**src/rtl/cpu_pkg.sv**
```systemverilog
// Shared encodings and sequencer state type for the single-cycle datapath control.
package cpu_pkg;

    typedef enum logic [1:0] {
        IDLE   = 2'd0,
        INIT   = 2'd1,
        RUN    = 2'd2,
        HALTED = 2'd3
    } seq_state_t;

    localparam logic [2:0] OP_BR      = 3'b110;
    localparam logic [2:0] OP_SYS     = 3'b111;
    localparam logic [5:0] HALT_FIELD = 6'h3F;
    localparam int         CPSR_Z     = 1;
    localparam int         CPSR_DIR   = 0;

endpackage

```
**src/rtl/branch_decode.sv**
```systemverilog
// Combinational branch/halt decode of a 9-bit instruction against the status flags.
module branch_decode
    import cpu_pkg::*;
(
    input  logic [8:0] instr,
    input  logic [7:0] cpsr,
    output logic       is_br,
    output logic       br_taken,
    output logic       is_halt,
    output logic [4:0] offset
);

    // Direction and the remaining flags belong to the PC unit.
    logic unused_cpsr;
    assign unused_cpsr = ^{cpsr[7:2], cpsr[CPSR_DIR]};

    assign is_br    = (instr[8:6] == OP_BR);
    assign br_taken = is_br && (!instr[5] || cpsr[CPSR_Z]);
    assign is_halt  = (instr[8:6] == OP_SYS) && (instr[5:0] == HALT_FIELD);
    assign offset   = instr[4:0];

endmodule

```
**src/rtl/branch_sequencer.sv**
```systemverilog
// Run sequencer for the PC update unit: init/run/halt control, cycle counting,
// timeout and self-loop guards.
//
//   state  | meaning
//   IDLE   | after reset, PC held, waiting for start
//   INIT   | init asserted for INIT_CYCLES cycles to zero the PC
//   RUN    | executing; branch/Target/halt decoded from instr/cpsr
//   HALTED | run finished, done high, counter and flags held
module branch_sequencer
    import cpu_pkg::*;
#(
    parameter int unsigned INIT_CYCLES = 2,
    parameter int unsigned MAX_CYCLES  = 32'h0000_FFFF,
    parameter int unsigned CNT_W       = 16
) (
    input  logic             CLK,
    input  logic             RST_N,
    input  logic             start,
    input  logic [8:0]       instr,
    input  logic [7:0]       cpsr,
    output logic             init,
    output logic             branch,
    output logic [4:0]       Target,
    output logic             halt,
    output logic             done,
    output logic             timeout,
    output logic             selfloop,
    output logic [CNT_W-1:0] cycle_count
);

    localparam int unsigned       INIT_W    = (INIT_CYCLES > 1) ? $clog2(INIT_CYCLES) : 1;
    localparam logic [INIT_W-1:0] INIT_LOAD = INIT_W'(INIT_CYCLES - 1);
    localparam logic [CNT_W-1:0]  CNT_LAST  = CNT_W'(MAX_CYCLES - 1);
    localparam logic [CNT_W-1:0]  CNT_SAT   = '1;

    seq_state_t        state, state_nxt;
    logic [INIT_W-1:0] init_cnt;
    logic              start_run;
    logic              loop_hit;
    logic              tmo_hit;

    logic       is_br, br_taken, is_halt;
    logic [4:0] offset;

    branch_decode u_decode (
        .instr    (instr),
        .cpsr     (cpsr),
        .is_br    (is_br),
        .br_taken (br_taken),
        .is_halt  (is_halt),
        .offset   (offset)
    );

    always_comb begin
        state_nxt = state;
        init      = 1'b0;
        branch    = 1'b0;
        Target    = 5'd0;
        halt      = 1'b1;
        start_run = 1'b0;
        loop_hit  = 1'b0;
        tmo_hit   = 1'b0;
        unique case (state)
            IDLE, HALTED: begin
                if (start) begin
                    state_nxt = INIT;
                    start_run = 1'b1;
                end
            end
            INIT: begin
                init = 1'b1;
                halt = 1'b0;
                if (init_cnt == '0) state_nxt = RUN;
            end
            RUN: begin
                tmo_hit  = (cycle_count == CNT_LAST);
                loop_hit = br_taken && (offset == 5'd0);
                halt     = is_halt || loop_hit || tmo_hit;
                // A halting cycle never also redirects the PC.
                branch   = br_taken && !halt;
                Target   = is_br ? offset : 5'd0;
                if (halt) state_nxt = HALTED;
            end
            default: state_nxt = IDLE;
        endcase
    end

    always_ff @(posedge CLK or negedge RST_N) begin
        if (!RST_N) begin
            state       <= IDLE;
            init_cnt    <= '0;
            cycle_count <= '0;
            timeout     <= 1'b0;
            selfloop    <= 1'b0;
            done        <= 1'b0;
        end else begin
            state <= state_nxt;
            done  <= (state_nxt == HALTED);
            if (start_run) begin
                init_cnt    <= INIT_LOAD;
                cycle_count <= '0;
                timeout     <= 1'b0;
                selfloop    <= 1'b0;
            end else begin
                if (state == INIT && init_cnt != '0) init_cnt <= init_cnt - 1'b1;
                if (state == RUN) begin
                    if (cycle_count != CNT_SAT) cycle_count <= cycle_count + 1'b1;
                    if (tmo_hit)  timeout  <= 1'b1;
                    if (loop_hit) selfloop <= 1'b1;
                end
            end
        end
    end

endmodule
```
**config.mk**
```make
export PLATFORM = sky130hd
export DESIGN_NAME = branch_sequencer
export DESIGN_NICKNAME = d
export VERILOG_FILES = /design/src/rtl/cpu_pkg.sv /design/src/rtl/branch_decode.sv /design/src/rtl/branch_sequencer.sv
export SDC_FILE = /design/constraint.sdc
export NUM_CORES = 1
export LEC_CHECK = 0
export ABC_CLOCK_PERIOD_IN_PS = 6020
export CAP_MARGIN = 30
export CORE_UTILIZATION = 48
export CTS_BUF_LIST = sky130_fd_sc_hd__clkbuf_16
export DETAILED_ROUTE_END_ITERATION = 8
export GPL_ROUTABILITY_DRIVEN = 0
export PLACE_DENSITY_LB_ADDON = 0.08
export SETUP_SLACK_MARGIN = 0.15
export SYNTH_ARGS = -nofsm -noshare
export SYNTH_HDL_FRONTEND = slang
export SYNTH_HIERARCHICAL = 1
export SYNTH_SLANG_ARGS = --single-unit
```
**constraint.sdc**
```tcl
create_clock -name CLK -period 6.02 [get_ports CLK]
set_clock_uncertainty 0.15 [all_clocks]
set_input_delay 1.204 -clock CLK [delete_from_list [all_inputs] [get_ports CLK]]
set_output_delay 1.204 -clock CLK [all_outputs]
set_load 0.01 [all_outputs]
```
Word-level counts from Yosys, hierarchy flattened
Cells that the tools add are included.
{"block": "word_totals", "in_bits": 20, "register_bits": 22, "out_inout_bits": 27}
{"block": "classes", "addsub": 2, "reduce_logical": 21, "eq_ne": 9, "n_mux": 24}
{"operator": "$mux 16", "count": 3}
{"operator": "$add 16x1->16 const B", "count": 1}
{"operator": "$eq 16x16->1 const B", "count": 1}
{"operator": "$ne 16x16->1 const B", "count": 1}
{"operator": "$mux 1", "count": 14}
{"operator": "$mux 5", "count": 2}
{"operator": "$reduce_bool 2->1", "count": 5}
{"operator": "$eq 2x2->1 const B", "count": 3}
{"operator": "$eq 3x3->1 const B", "count": 2}
{"operator": "$eq 6x6->1 const B", "count": 1}
{"operator": "$mux 2", "count": 3}
{"operator": "$pmux 2 s3", "count": 1}
{"operator": "$reduce_and 2->1", "count": 3}
{"operator": "$logic_and 1x1->1", "count": 5}
{"operator": "$logic_not 5->1", "count": 1}
{"operator": "$logic_or 1x1->1", "count": 3}
{"operator": "$eq 2x1->1 const B", "count": 1}
{"operator": "$logic_not 1->1", "count": 2}
{"operator": "$logic_not 2->1", "count": 1}
{"operator": "$pmux 1 s2", "count": 1}
{"operator": "$reduce_or 2->1", "count": 1}
{"operator": "$sub 1x1->1 const B", "count": 1}

Longest topological paths before layout
Gate-level depths: netlist of the first run.
{"block": "depth", "word_depth": 9, "mapped_depth": 8, "depth_no_buf": 6}

By module
Netlist of the first run, hierarchy kept.
{"module": "branch_sequencer", "seq_area_each_um2": 550.5, "n_inst": 1, "area_each_um2": 1261.2, "cells_per_inst": 137}
{"module": "branch_decode", "seq_area_each_um2": 0.0, "n_inst": 1, "area_each_um2": 77.6, "cells_per_inst": 12}

Least setup slack after synthesis of the first run
Ideal clock, no wire load.
{"block": "synth_timing", "path_kind": "input-to-output", "startpoint": "input port instr[8]", "endpoint": "output port halt", "arrival_ps": 2589, "path_stages": 6, "slack_ps": 2077, "n_path_buf": 0, "cell_sequence": "nand2_1 nor3_1 or4b_2 nor3_1 a311oi_1 mux2i_1"}
{"block": "synth_between", "elab_chain_cells": 6, "word_cells_on_any_way": 8, "classes_between": "eq/ne: 2; mux: 1; reduce/logical: 5"}
{"element": "start, declared", "line": "branch_sequencer.sv:19", "rtl": "input logic [8:0] instr,"}
{"element": "$eq 3x3->1", "line": "branch_decode.sv:17", "rtl": "assign is_br = (instr[8:6] == OP_BR);"}
{"element": "$logic_and 1x1->1", "line": "branch_decode.sv:18", "rtl": "assign br_taken = is_br && (!instr[5] || cpsr[CPSR_Z]);"}
{"element": "via br_taken", "line": "branch_sequencer.sv:42", "rtl": "logic is_br, br_taken, is_halt;"}
{"element": "$logic_and 1x1->1", "line": "branch_sequencer.sv:77", "rtl": "loop_hit = br_taken && (offset == 5'd0);"}
{"element": "$logic_or 1x1->1 (2 in a row)", "line": "branch_sequencer.sv:78", "rtl": "halt = is_halt || loop_hit || tmo_hit;"}
{"element": "$pmux 1 s2", "line": "branch_sequencer.sv:63", "rtl": "unique case (state)"}
{"element": "end, declared", "line": "branch_sequencer.sv:24", "rtl": "output logic halt,"}
The timed path passes the listed nets, and every way through them passes these cells.

Worst setup path in the final report of the first run
Ends and elaborated chain as after synthesis.

==> impl_metrics.yaml, run 1 <==
cts:
  cts_resized: 0
  numCtsBuffers: 3
  clock-sinks: 22
  postCtsHoldBufs: 0
  cts_root_buf: "clkbuf_16"
  post-cts-setup-buffers: 0
  clk_path_buf_depth: 2
  cts.clk_slew.worst_paths_ns: 0.05
  htreeDepth: 1
  clk_latency_ns: 0.25
  cts_tree: "built"
synthesis:
  async_flop_share_pct: 100
  synth_area_sq_um: 1340
  synth.distinct_cells: 44
  synth_ff_type: "dfrtp_1"
  yosysTopAreaCellShare_pct: 41.1
  synthTopCellsByArea: "dfrtp_1, a21oi_1, ha_1, nand3_1, o21ai_0"
  synth_cells: 149
  synth-seq-area-share_pct: 41.1
  yosys_register_bits: 22
  syn_nets: 173
  synth.most_common_cell: "dfrtp_1"
  syn_area_per_cell_sq_um: 8.99
  synth_edf_count: 0
  synth_top_area_cell: "dfrtp_1"
  yosys_warnings: 6
  synthTopCellsByCount: "dfrtp_1, a21oi_1, nand2_1, nand3_1, o21ai_0"
pwr:
  swShare_pct: 35.0
  combPwrFrac_pct: 39.0
  clkPwrFrac_pct: 25.8
  p_int_mw: 0.345
  p_leak_nw: 0.714
  ir_worst_vdd_mv: 0.320
  pwr-share-seq_pct: 35.2
  power_switching_mw: 0.186
  powerDensity_nw_per_um2: 295
finish:
  drive_gt1_share_pct: 6.59
  final_cells: 212
  n_fill_cell: 203
  syn_to_final_growth_pct: 34.3
  final_nets: 208
  antenna_cells: 0
critical_path:
  cpMaxStageDelayCell: "or4b_2"
  cp-start-kind: "primary input"
  critPathKind: "primary input to output pin"
  cp-end-kind: "output pin"
  path_max_fanout: 4
  critPathLaunch: "instr[8]"
  worstPathRequired_ns: 4.67
  slowest_delay_ns: 0.60
  r2r-start: "state[0]$_DFF_PN0_"
  cp.arrival_ns: 3.66
  crit_chain: "clkdlybuf4s50_1 > nand2_1 > nor3_1 > or4b_2 > nor3_1 > a311oi_1 > mux2i_1 > clkdlybuf4s50_1"
routing:
  dr.pass1.iters: 4
  drt_wl_total_microns: 3410
  drtIter0Drc: 40
  viasPerCell: 6.24
  wire_per_inst_microns: 16.1
  vias: 1322
  drc: 0
  drtAntennaViolNets: 0
global_route:
  antenna_found_initial: 0
  grt_max_degree: 19
  grt_pass1_wl_microns: 5360
  overflow: 0
  grt_pass1_vias: 1185
  grt_usage_pct: 25.2
sta:
  worst_slew_pin_slew_ns: 0.827
  fmax_mhz: 200
  finalSetupTns_ns: 0
  layout_min_cycle_time_ns: 5.01
  drv_slew: 0
  period_share_pct: 83.2
  slew_headroom_pct: 44.3
  finalSetupViolCount: 0
  final-hold-violation-count: 0
  rsz0062_at_grt: "no"
hold_path:
  hold_class: "register to register"
  hp-start: "selfloop$_DFFE_PN0P_"
die:
  core_sq_um: 2540
  io-pin-count: 47
  rows: 18
  die_area_sq_um: 3000
  start_util_pct: 52.6
  die_y_microns: 54.8
  fp.dieW_microns: 54.8
placement:
  dp_hpwl_microns: 2420
  numPortBuffers: 39
  dp_cells: 209
job:
  maxCapViolations: 0
status:
  status: "completed"
==> metrics by stage <==
step / worst slack (ns) / hold WS [ns] / util (%) / cell area [sq um] / total power [mW]
5_1_grt: 0.861 / 0.388 / 70.6 / 1800 / 0.558
2_1_floorplan: 2.08 / 0.367 / - / 1340 / 0.313
6_report: 1.01 / 0.347 / 70.6 / 1800 / 0.531
4_1_cts: 1.01 / 0.362 / 70.6 / 1800 / 0.530
3_3_place_gp: 1.02 / 0.337 / 67.1 / 1710 / 0.379
3_5_place_dp: 1.01 / 0.350 / 67.7 / 1720 / 0.393
==> critical path: cells and delay by family <==
kind                   cells  cell delay (ns)
and+or+nand+nor            4             1.13
buffers and inverters      2             1.00
muxes                      1             0.19
AOI/OAI and AO/OA          1             0.14
==> power groups by stage <==
stage / Combinational, mW / Clock [mW] / Sequential, mW
2_1_floorplan: 0.125 / 0 / 0.189
3_3_place_gp: 0.192 / 0 / 0.187
3_5_place_dp: 0.204 / 0 / 0.189
4_1_cts: 0.205 / 0.138 / 0.186
5_1_grt: 0.225 / 0.143 / 0.190
6_report: 0.207 / 0.137 / 0.187
==> registers in the layout, summed over array words and instances (netlist names) <==
name / count
cycle_count: 16
state: 2
done: 1
init_cnt: 1
selfloop: 1
timeout: 1
==> layout make-up <==
type                       count  area, sq um  area share, %
timing repair buffer          40          405           22.5
sequential                    22          551           30.6
inverter                       8         30.0           1.67
multi-input combinational    109          699           38.9
tap                           30         37.5           2.09
clock buffer                   3         75.1           4.18
==> kinds of logic (layout without fill, tap and decap cells) <==
logic type / Yosys count / in the layout / synth area share (%)
mux: 2 / 2 / 1.50
simple gates: 65 / 65 / 28.9
fa+ha+maj: 4 / 4 / 3.74
xor+xnor: 1 / 1 / 0.654
flops: 22 / 22 / 41.1
compound gates: 37 / 37 / 17.5
buf+inv: 18 / 51 / 6.64
==> path summary, 6_finish.rpt <==
path                                                    end  cells after the start  slack, ns
worst min register to register         selfloop$_DFFE_PN0P_                      2       0.35
min in group asynchronous        cycle_count[3]$_DFFE_PN0P_                      1       1.15
max in group asynchronous        cycle_count[1]$_DFFE_PN0P_                      2       4.10
worst max-delay path                                   halt                      8       1.01
worst min-delay path                   selfloop$_DFFE_PN0P_                      2       0.35
worst max register to register  cycle_count[13]$_DFFE_PN0P_                      6       3.34
==> cell usage in the layout, fill, tap and decap left out, drive strengths merged, types with 2 or more instances in the layout <==
master / Yosys / routed
a21oi: 13 / 13
and2: 2 / 2
and3: 7 / 7
and4: 3 / 3
clkbuf: 2 / 3
clkdlybuf4s50: 0 / 39
dfrtp: 22 / 22
ha: 4 / 4
inv: 8 / 8
mux2i: 2 / 2
nand2: 8 / 8
nand2b: 4 / 4
nand3: 8 / 8
nand4: 6 / 6
nor2: 5 / 5
nor3: 8 / 8
o21ai: 8 / 8
o31ai: 4 / 4
o41ai: 2 / 2
or3: 7 / 7
or4: 3 / 3
==> routing by layer <==
| metal | routed length [microns] | part of all wire [%] | vias up | global-route usage, % |
|---|---|---|---|---|
| met1 | 1510 | 44 | 649 | 31.7 |
| li1 | - | - | 623 | - |
| met5 | 0 | 0 | - | 0 |
| met4 | 17 | 0.50 | 0 | 6.41 |
| met3 | 186 | 5.5 | 4 | 5.83 |
| met2 | 1690 | 50 | 46 | 43.0 |
Power figures use the tool's default switching activity.
==> run 2: changes to the inputs <==
Settings changed: ABC_CLOCK_PERIOD_IN_PS 6020 to 5150, CORE_UTILIZATION 48 to 45.
Clock period 6.02 ns to 5.15 ns, I/O delays scaled along.
==> impl_metrics.yaml, run 2 (synthesis results as in run 1) <==
hold_path:
  hold_path_end: "selfloop$_DFFE_PN0P_"
  hold_class: "register to register"
  whs_path_depth: 2
  hp-start: "selfloop$_DFFE_PN0P_"
routing:
  vias: 1290
  drtIter0Drc: 47
  dr.pass1.iters: 4
  drc: 0
  drtAntennaViolNets: 0
  drt_wl_total_microns: 3180
  wire_per_inst_microns: 14.9
  viasPerCell: 6.06
cts:
  postCtsHoldBufs: 0
  cts_tree: "built"
  numCtsBuffers: 3
  cts_resized: 0
  cts_root_buf: "clkbuf_16"
  clk_latency_ns: 0.25
  post-cts-setup-buffers: 0
  htreeDepth: 1
  clock-sinks: 22
  cts.clk_slew.worst_paths_ns: 0.05
  clk_path_buf_depth: 2
placement:
  dp_hpwl_microns: 2390
  numPortBuffers: 39
  dp_cells: 210
status:
  status: "completed"
global_route:
  grt_pass1_wl_microns: 5310
  grt_usage_pct: 20.9
  grt_max_degree: 19
  grt_pass1_vias: 1184
  antenna_found_initial: 0
  overflow: 0
finish:
  drive_gt1_share_pct: 6.59
  antenna_cells: 0
  layout_common_cells: "clkdlybuf4s50_1, dfrtp_1, a21oi_1"
  syn_to_final_growth_pct: 34.4
  layout_commonest_cell: "clkdlybuf4s50_1"
  final_cells: 213
  largestRegisters: "cycle_count (16), state (2)"
  final_nets: 208
  top_register: "cycle_count"
  largest_reg_flops: 16
critical_path:
  cp.arrival_ns: 3.48
  r2r_cells: 6
  critical-path-top-delay-family: "simple AND/OR/NAND/NOR gates"
  ff2ff_setup_slack_ns: 2.52
  worstPathRequired_ns: 3.97
  cp-end-kind: "output pin"
  cp-start-kind: "primary input"
  slowest_delay_ns: 0.60
  critPathKind: "primary input to output pin"
  path_buf_inv: 2
  r2r-end: "cycle_count[13]$_DFFE_PN0P_"
  r2r-start: "state[0]$_DFF_PN0_"
  cpMaxStageDelayCell: "or4b_2"
  crit_chain: "clkdlybuf4s50_1 > nand2_1 > nor3_1 > or4b_2 > nor3_1 > a311oi_1 > mux2i_1 > clkdlybuf4s50_1"
  path_max_fanout: 4
pwr:
  swShare_pct: 34.5
  power_switching_mw: 0.212
  combPwrFrac_pct: 38.3
  pwr-share-seq_pct: 35.5
  p_leak_nw: 0.714
  ir_worst_vdd_mv: 0.355
  clkPwrFrac_pct: 26.2
  p_int_mw: 0.403
  powerDensity_nw_per_um2: 342
sta:
  worst_slew_pin_slew_ns: 0.925
  finalSetupTns_ns: 0
  finalSetupViolCount: 0
  slew_headroom_pct: 37.8
  layout_min_cycle_time_ns: 4.66
  fmax_mhz: 215
  rsz0062_at_grt: "no"
  drv_slew: 0
  period_share_pct: 90.4
  final-hold-violation-count: 0
die:
  io-pin-count: 47
  core_sq_um: 2780
  die_area_sq_um: 3200
  start_util_pct: 48.1
  die_y_microns: 56.5
  fp.dieW_microns: 56.5
  rows: 19
job:
  maxCapViolations: 0
## run 2: cell counts in the layout (fill, tap and decap cells not counted)
No cell type changed its count.
## run 2: worst max path at each step
| stage | from | endpoint | slack (ns) | cells after the start |
|---|---|---|---|---|
| floorplan | instr[8] | halt | 1.55 | 6 |
| global placement | instr[8] | halt | 0.47 | 8 |
| detailed placement | instr[8] | halt | 0.46 | 8 |
| CTS | instr[8] | halt | 0.45 | 8 |
| global route | instr[8] | halt | 0.34 | 8 |
| finish | instr[8] | halt | 0.49 | 8 |
## run 2: power groups by stage
stage / clock (mW) / sequential, mW / combinational (mW)
after global placement: 0 / 0.219 / 0.224
after CTS: 0.166 / 0.218 / 0.239
final: 0.161 / 0.218 / 0.236
after detailed placement: 0 / 0.221 / 0.238
after floorplan: 0 / 0.221 / 0.146
after global routing: 0.172 / 0.221 / 0.264
## run 2: layout make-up
class	count	area (sq um)
Fill cell	244	982
Inverter	8	30.0
Sequential cell	22	551
Tap cell	31	38.8
Multi-Input combinational cell	109	699
Clock buffer	3	75.1
Timing Repair Buffer	40	405
## run 2: layer usage
| metal | GRT usage (%) | vias up | wire length [microns] |
|---|---|---|---|
| met4 | 4.18 | 0 | 14 |
| li1 | - | 623 | - |
| met3 | 3.69 | 3 | 126 |
| met1 | 28.7 | 628 | 1510 |
| met5 | 0 | - | 0 |
| met2 | 34.6 | 36 | 1530 |
## run 2: tightest hold or removal path, cell delays in order, from the launching register on
cell	delay (ns)
dfrtp_1	0.34
a21oi_1	0.05
nor2_1	0.08
## run 2: per-stage QoR
| stage | util [%] | hold slack [ns] | worst slack [ns] | instance area [sq um] | power, mW |
|---|---|---|---|---|---|
| 2_1_floorplan | - | 0.367 | 1.55 | 1340 | 0.366 |
| 3_3_place_gp | 61.4 | 0.338 | 0.468 | 1710 | 0.443 |
| 3_5_place_dp | 62.0 | 0.356 | 0.457 | 1720 | 0.459 |
| 4_1_cts | 64.7 | 0.369 | 0.453 | 1800 | 0.623 |
| 5_1_grt | 64.7 | 0.388 | 0.335 | 1800 | 0.657 |
| 6_report | 64.7 | 0.359 | 0.495 | 1800 | 0.615 |
==> run 3: changes to the inputs <==
Settings changed: CAP_MARGIN 30 to not set, CTS_CLUSTER_DIAMETER set to 200.
==> impl_metrics.yaml, run 3 (synthesis results as in run 1) <==
status:
  status: "completed"
pwr:
  powerDensity_nw_per_um2: 344
  ir_worst_vdd_mv: 0.326
  power.total_mw: 0.614
  p_leak_nw: 0.707
sta:
  final-hold-violation-count: 0
  drv_slew: 0
  slew_headroom_pct: 32.6
  rsz0062_at_grt: "no"
  worst_slew_pin_slew_ns: 1.01
  period_share_pct: 90.5
  finalSetupTns_ns: 0
  fmax_mhz: 214
  finalSetupViolCount: 0
  layout_min_cycle_time_ns: 4.66
finish:
  antenna_cells: 0
  largest_reg_flops: 16
  final_cells: 212
  drive_gt1_share_pct: 6.08
  layout_commonest_cell: "clkdlybuf4s50_1"
  layout_common_cells: "clkdlybuf4s50_1, dfrtp_1, a21oi_1"
  largestRegisters: "cycle_count (16), state (2)"
  n_fill_cell: 254
  syn_to_final_growth_pct: 33.3
  final_nets: 207
  multi_input_area_sq_um: 699
  top_register: "cycle_count"
  ff_latch_area_sq_um: 551
routing:
  wl_met2_microns: 1580
  top_layer: "met4"
  viasPerCell: 5.93
  drtIter0Drc: 44
  drtAntennaViolNets: 0
  wl_met1_microns: 1410
  met3RoutedLength_microns: 181
  drc: 0
  drt_wl_total_microns: 3190
  vias: 1257
  wire_per_inst_microns: 15.0
  dr.pass1.iters: 4
critical_path:
  critical-path-top-delay-family: "simple AND/OR/NAND/NOR gates"
  r2r-start: "state[0]$_DFF_PN0_"
  ff2ff_setup_slack_ns: 2.51
  worstPathRequired_ns: 3.97
  slowest_delay_ns: 0.60
  cp-end-kind: "output pin"
  crit_chain: "clkdlybuf4s50_1 > nand2_1 > nor3_1 > or4b_2 > nor3_1 > a311oi_1 > mux2i_1 > clkdlybuf4s50_1"
  cp-start-kind: "primary input"
  critPathKind: "primary input to output pin"
  path_buf_inv: 2
  path_max_fanout: 4
  r2r-end: "cycle_count[13]$_DFFE_PN0P_"
  cpMaxStageDelayCell: "or4b_2"
  critPathLaunch: "instr[8]"
  r2r_cells: 6
  cp.arrival_ns: 3.48
die:
  die_area_sq_um: 3200
  start_util_pct: 48.1
  die_y_microns: 56.5
  rows: 19
  io-pin-count: 47
  core_sq_um: 2780
  fp.dieW_microns: 56.5
placement:
  numPortBuffers: 39
  dp_cells: 209
  dp_hpwl_microns: 2360
hold_path:
  whs_path_depth: 2
  hold_class: "register to register"
  hp-start: "timeout$_DFFE_PN0P_"
  hold_path_end: "timeout$_DFFE_PN0P_"
global_route:
  grt_pass1_wl_microns: 5420
  grt_pass1_vias: 1215
  grt_usage_pct: 21.3
  overflow: 0
  grt_max_degree: 23
  antenna_found_initial: 0
cts:
  clock-sinks: 22
  cts_resized: 0
  numCtsBuffers: 3
  htreeDepth: 1
  clk_latency_ns: 0.25
  postCtsHoldBufs: 0
  post-cts-setup-buffers: 0
  cts.clk_slew.worst_paths_ns: 0.06
  cts_root_buf: "clkbuf_16"
  cts_tree: "built"
  clk_path_buf_depth: 2
job:
  maxCapViolations: 0
==> run 3: cell types whose count changed in the layout (fill, tap and decap cells not counted) <==
| cell | before | now |
|---|---|---|
| buf_8 | 1 | 0 |
==> run 3: worst min-delay path, cell delays in order, from the launching register on <==
cell	delay, ns
dfrtp_1	0.35
a41oi_1	0.05
nor2_1	0.08
==> run 3: per-stage QoR <==
step / util (%) / cell area (sq um) / setup WS, ns / hold slack [ns]
floorplan: - / 1340 / 1.55 / 0.367
global placement: 61.4 / 1710 / 0.468 / 0.338
detailed placement: 61.4 / 1710 / 0.450 / 0.364
CTS: 64.1 / 1780 / 0.447 / 0.377
global route: 64.1 / 1780 / 0.306 / 0.387
finish: 64.1 / 1780 / 0.488 / 0.363
==> run 3: layout make-up <==
cell class | count | share of cell area, %
Inverter | 8 | 1.68
Tap cell | 31 | 2.17
Clock buffer | 3 | 4.21
Multi-Input combinational cell | 109 | 39.2
Timing Repair Buffer | 39 | 21.9
Sequential cell | 22 | 30.9
==> run 3: report_power, final <==
| part | total [mW] | internal [mW] | leakage [nW] | switching [mW] |
|---|---|---|---|---|
| combinational | 0.236 | 0.103 | 0.370 | 0.133 |
| clock | 0.161 | 0.102 | 0.0370 | 0.0581 |
| sequential | 0.218 | 0.196 | 0.300 | 0.0217 |
| total | 0.614 | 0.402 | 0.707 | 0.213 |
==> run 3: metal layers <==
metal	GRT usage, %	vias to the layer above
li1	-	626
met1	27.6	593
met2	36.8	36
met3	4.38	2
met4	3.83	0
met5	0	-
==> run 3: worst max-delay path by stage <==
stage	to	slack (ns)	cells after the start
finish	halt	0.49	8
global route	halt	0.31	8
CTS	halt	0.45	8
detailed placement	halt	0.45	8
global placement	halt	0.47	8
floorplan	halt	1.55	6
